**src/rtl/motor_frame_tx.sv**
```systemverilog
// Snapshots four motor bytes on start and streams SYNC, m1..m4 (plus an optional
// checksum byte when FRAME_CHECKSUM_EN is defined) through a send/done UART handshake.
module motor_frame_tx #(
    parameter logic [7:0] SYNC_BYTE      = 8'hA5,
    parameter int         GAP_CYCLES     = 0,
    parameter int         TIMEOUT_CYCLES = 65535
) (
    input  logic       clk,
    input  logic       rst,
    input  logic       start,
    input  logic [7:0] motor1,
    input  logic [7:0] motor2,
    input  logic [7:0] motor3,
    input  logic [7:0] motor4,
    output logic [7:0] tx_data,
    output logic       tx_send,
    input  logic       tx_done,
    output logic       busy,
    output logic       frame_done,
    output logic       frame_err
);

    // Handshake: tx_send is a one-cycle strobe with tx_data valid in that cycle;
    // the transmitter answers with a one-cycle tx_done once the byte is shifted out.
    typedef enum logic [1:0] {IDLE, SEND, WAIT, GAP} state_t;

`ifdef FRAME_CHECKSUM_EN
    localparam logic [2:0] LAST_IDX = 3'd5;
`else
    localparam logic [2:0] LAST_IDX = 3'd4;
`endif

    state_t      state, next_state;
    logic [2:0]  idx, next_idx;
    logic [7:0]  snap1, snap2, snap3, snap4;
    logic [15:0] gap_cnt, tmo_cnt;
    logic        done_pulse, err_pulse;
    logic [7:0]  next_byte;

    always_comb begin
        next_state = state;
        next_idx   = idx;
        done_pulse = 1'b0;
        err_pulse  = 1'b0;
        case (state)
            IDLE: begin
                if (start) begin
                    next_state = SEND;
                    next_idx   = 3'd0;
                end
            end
            SEND: next_state = WAIT;
            WAIT: begin
                if (tx_done) begin
                    if (idx == LAST_IDX) begin
                        next_state = IDLE;
                        done_pulse = 1'b1;
                    end else begin
                        next_idx   = idx + 3'd1;
                        next_state = (GAP_CYCLES > 0) ? GAP : SEND;
                    end
                end else if (TIMEOUT_CYCLES > 0 && int'(tmo_cnt) + 1 >= TIMEOUT_CYCLES) begin
                    // tmo_cnt counts cycles since the tx_send cycle began
                    next_state = IDLE;
                    err_pulse  = 1'b1;
                end
            end
            GAP: begin
                if (int'(gap_cnt) + 1 >= GAP_CYCLES) next_state = SEND;
            end
            default: next_state = IDLE;
        endcase
    end

    // Index 0 never needs the snapshot, so a same-edge capture on start is safe.
    always_comb begin
        next_byte = SYNC_BYTE;
        case (next_idx)
            3'd1: next_byte = snap1;
            3'd2: next_byte = snap2;
            3'd3: next_byte = snap3;
            3'd4: next_byte = snap4;
`ifdef FRAME_CHECKSUM_EN
            3'd5: next_byte = snap1 + snap2 + snap3 + snap4;
`endif
            default: next_byte = SYNC_BYTE;
        endcase
    end

    always_ff @(posedge clk or posedge rst) begin
        if (rst) begin
            state      <= IDLE;
            idx        <= 3'd0;
            snap1      <= 8'd0;
            snap2      <= 8'd0;
            snap3      <= 8'd0;
            snap4      <= 8'd0;
            gap_cnt    <= 16'd0;
            tmo_cnt    <= 16'd0;
            tx_data    <= 8'd0;
            tx_send    <= 1'b0;
            busy       <= 1'b0;
            frame_done <= 1'b0;
            frame_err  <= 1'b0;
        end else begin
            state <= next_state;
            idx   <= next_idx;
            if (state == IDLE && start) begin
                snap1 <= motor1;
                snap2 <= motor2;
                snap3 <= motor3;
                snap4 <= motor4;
            end
            if (state == GAP) gap_cnt <= gap_cnt + 16'd1;
            else              gap_cnt <= 16'd0;
            if (next_state == SEND)                 tmo_cnt <= 16'd0;
            else if (state == SEND || state == WAIT) tmo_cnt <= tmo_cnt + 16'd1;
            if (next_state == SEND) tx_data <= next_byte;
            tx_send    <= (next_state == SEND);
            busy       <= (next_state != IDLE);
            frame_done <= done_pulse;
            frame_err  <= err_pulse;
        end
    end

endmodule

```
**config.mk**
```make
export PLATFORM = sky130hd
export DESIGN_NAME = motor_frame_tx
export DESIGN_NICKNAME = d
export VERILOG_FILES = /design/src/rtl/motor_frame_tx.sv
export SDC_FILE = /design/constraint.sdc
export NUM_CORES = 1
export LEC_CHECK = 0
export CORE_MARGIN = 3
export CORE_UTILIZATION = 49
export DETAILED_ROUTE_END_ITERATION = 8
export DONT_BUFFER_PORTS = 1
export GPL_TIMING_DRIVEN = 1
export PLACE_DENSITY = 0.72
export SLEW_MARGIN = 20
export SYNTH_ARGS = -nofsm -noshare
export SYNTH_HDL_FRONTEND = slang
export SYNTH_SLANG_ARGS = --single-unit
```
**constraint.sdc**
```tcl
create_clock -name clk -period 2.33 [get_ports clk]
set_clock_uncertainty 0.05 [all_clocks]
set_input_delay 0.1165 -clock clk [delete_from_list [all_inputs] [get_ports clk]]
set_output_delay 0.1165 -clock clk [all_outputs]
set_load 0.005 [all_outputs]
```
==> impl_metrics.csv <==
group,metric,value,unit
cts,cts_sinks,65,
die,core-area,0.00646,mm²
sta,period_share,1.04,
sta,grt_setup_unrepaired,"yes",
global_route,grtUsageMet1,0.260,
power,total_power,5780,µW
global_route,grt_pass1_wl,12200,µm
die,row_count,29,
synthesis,synth_xor_area_frac,0.0502,
sta,fin_worst_hold_slack,106,ps
global_route,grt_usage,0.206,
sta,setup-violations-final,18,
detailed_routing,drtIter0Drc,78,
sta,finalWorstSetupSlack,-92.3,ps
synthesis,synth-simple-area-share,0.144,
global_route,use_met3,0.0577,
setup_path,worstPathRequired,2510,ps
synthesis,synth_top_family_by_area,"multiplexers",
sta,final.setup.tns,-802,ps
cts,root_buffer,"clkbuf_8",
power,seq_power_share,0.317,
power,intPower,3790,µW
placed_design,dp_hpwl,4750,µm
power,vdd_drop_max,0.839,mV
detailed_routing,first_pass_iters,4,
die,dieArea,0.00778,mm²
cts,htree_levels,3,
cts,cts.reportedPaths.clkPinSlew,70,ps
sta,worstMarginPinSlew,961,ps
sta,fmax,0.413,GHz
sta,relSlewSlack,0.359,
synthesis,netlist_area,0.00331,mm²
power,p_leak,0.00188,µW
setup_path,crit_type,"reg2reg",
final_layout,fill_cells,461,
synthesis,synth_edf_count,0,
setup_path,cp-startpoint,"tmo_cnt[1]",
final_layout,final_cells,447,
cts,cts_buffer_depth,2,
setup_path,r2r_start,"tmo_cnt[1]",
outcome,violations,"negative setup slack",
synthesis,synthMuxAreaShare,0.172,
setup_path,ff2ff_path_depth,8,
die,die_y,88.2,µm
final_layout,syn_to_final_growth,32.1,%
detailed_routing,drt_wl_total,7410,µm
setup_path,r2r_slack,-90,ps
detailed_routing,vias_per_cell,5.43,
synthesis,synth.yosys.seq_area_share,0.491,
placed_design,place_congestion,0.896,
synthesis,synth_compound_area_frac,0.0740,
cts,clock_latency,340,ps
final_layout,final_util,0.678,
outcome,status,"finished with violations",
setup_path,endpoint_kind,"flop",
hold_path,hp-class,"in2reg",
synthesis,synthAdderAreaFrac,0.0264,
setup_path,r2r-end,"tx_data[6]",
global_route,grt_start_max_net_pins,49,
synthesis,netlist_instances,298,
global_route,grt_remaining_overflow,0,
die,fp.dieW,88.2,µm
sta,fin_crit,2420,ps
final_layout,num-nets-final,409,
global_route,use_met2,0.344,
synthesis,yosysUniqueCellTypes,45,
setup_path,crit_buf_inv,1,
power,powerDensity,1320,mW/mm²
setup_path,crit_path_max_incr_delay,480,ps
sta,hold_violations,0,
die,pin_count,48,
final_layout,diodes,0,
setup_path,arrival,2600,ps
setup_path,crit_end,"tx_data[6]",
power,power_switching,1990,µW
detailed_routing,ant_nets,0,
setup_path,critPathTopFamily,"simple AND/OR/NAND/NOR gates",
synthesis,synth_nets,341,
job,maxCapViolCount,0,
synthesis,syn_avg_cell_area,11.1,µm²
detailed_routing,wire_per_inst,16.6,µm
placed_design,port_buffers,0,
detailed_routing,drc,0,
power,clkPwrFrac,0.200,
setup_path,crit_chain,"ha_4 -> nand2_4 -> or4_1 -> o211ai_1 -> nand4_1 -> o31ai_4 -> buf_6 -> mux2_4",
global_route,grt_pass1_vias,2553,
setup_path,cp_slowest_cell,"or4_1",
synthesis,yosysWarnings,0,
placed_design,dp.cells,394,
die,start_util,0.513,
synthesis,ys_seq_elements,65,
cts,cts_buffers,9,
setup_path,startpoint_type,"flop",
setup_path,cp_max_fo,7,
sta,slew_viol_final,0,
detailed_routing,vias,2426,
global_route,top_usage_layer,"met2",
synthesis,synth_flop_cell,"dfrtp_1",
cts,cts_tree,"built",
power,sw_frac_of_total,0.343,
final_layout,drive_gt1_frac,0.346,
global_route,antenna_found_initial,0,
setup_path,cp_num_cells,8,
power,power_frac_comb,0.483,
synthesis,synth_async_sr_flop_share,1.00,
[registers in the layout, summed over array words and instances (netlist names)]
register and cells:
frame_done 1, idx 3, frame_err 1, snap2 8, tmo_cnt 16, tx_send 1
snap3 8, snap4 8, tx_data 8, state 2, snap1 8, busy 1
[synth_stat cells (all sizes together) (2+ instances only)]
cell type / n / area (µm²)
mux2: 45 / 510
a21oi: 2 / 10.0
xor2: 10 / 87.6
dfrtp: 65 / 1630
nor2: 26 / 97.6
or4: 5 / 37.5
buf: 11 / 68.8
inv: 16 / 60.1
nand2: 16 / 60.1
mux2i: 6 / 60.1
nand3: 16 / 80.1
and3: 3 / 18.8
a211oi: 2 / 15.0
nand2b: 2 / 12.5
a22oi: 2 / 20.0
a31oi: 3 / 18.8
o21ai: 4 / 20.0
xnor2: 9 / 78.8
ha: 7 / 87.6
nand4: 7 / 43.8
nor3: 9 / 45.0
and2: 6 / 37.5
o211ai: 5 / 37.5
a221o: 4 / 40.0
clkbuf: 3 / 11.3
[worst min-delay path by stage]
stage          depth (start not counted)     from  slack, ps          to
6_report                               3    start        110    state[1]
2_1_floorplan                          2  tx_done        170  frame_done
5_1_grt                                3    start        130    state[1]
3_5_place_dp                           2  tx_done        190  frame_done
3_3_place_gp                           2  tx_done        190  frame_done
4_1_cts                                3  tx_done         40      idx[2]
[tightest hold or removal path: stages]
cell,delay [ps]
nand2b_1,130
buf_4,140
a31oi_1,70
[kinds of logic (layout without fill, tap and decap cells)]
| logic type | count (synthesis) | count (layout) |
|---|---|---|
| adder cells (fa/ha/maj) | 7 | 7 |
| XOR/XNOR | 19 | 19 |
| multiplexers | 51 | 51 |
| buffers and inverters | 30 | 102 |
| AND/OR/NAND/NOR | 96 | 96 |
| AO/OA/AOI/OAI | 30 | 30 |
| flip-flops | 65 | 65 |
[placed cells by master, fill, tap and decap left out, drive strengths merged, types with 2 or more instances in the layout]
cell and instances:
nand4 7, dlygate4sd3 34, a22oi 2, nor2 26, nand2b 2, inv 18
a31oi 3, or4 5, nand3 16, a21oi 2, and2 6, o211ai 5
nor3 9, xnor2 9, buf 36, ha 7, a211oi 2, mux2 45
xor2 10, a221o 4, dfrtp 65, and3 3, clkbuf 10, nand2 16
bufinv 3, mux2i 6, o21ai 4
[per-stage QoR]
stage / setup slack (ps) / cell area (µm²)
3_3_place_gp: -136 / 3590
3_5_place_dp: -164 / 3590
2_1_floorplan: -71.2 / 3330
5_1_grt: -180 / 4380
6_report: -92.3 / 4380
4_1_cts: -10.3 / 4230
[metal layers]
metal / part of all wire / wire length [µm]
met1: 0.42 / 3130
met5: 0 / 0
met2: 0.53 / 3910
met4: 0.0061 / 45
met3: 0.043 / 315
[power groups by stage]
stage	Clock, µW	Combinational, µW	Sequential, µW
global placement	0	2230	1800
global route	1220	3040	1890
floorplan	0	1730	1750
finish	1160	2790	1830
detailed placement	0	2290	1830
CTS	1180	2470	1820
[layout make-up]
cell class / count / area [µm²] / share of cell area
flip-flops and latches: 65 / 1630 / 0.372
clock inverters: 6 / 115 / 0.0263
well taps: 77 / 96.3 / 0.0220
clock buffers: 9 / 124 / 0.0283
repair buffers: 71 / 659 / 0.151
inverters: 16 / 60.1 / 0.0137
multi-input cells: 203 / 1690 / 0.387
[repair_timing]
action	in CTS	in global routing
pin swaps	4	10
endpoints found under the hold margin	80	0
setup buffers	2	1
cloned	0	1
endpoints found under the setup margin	23	27
resized for setup	12	26
hold buffers	34	0
No activity file was read; power rests on OpenSTA's default activity.
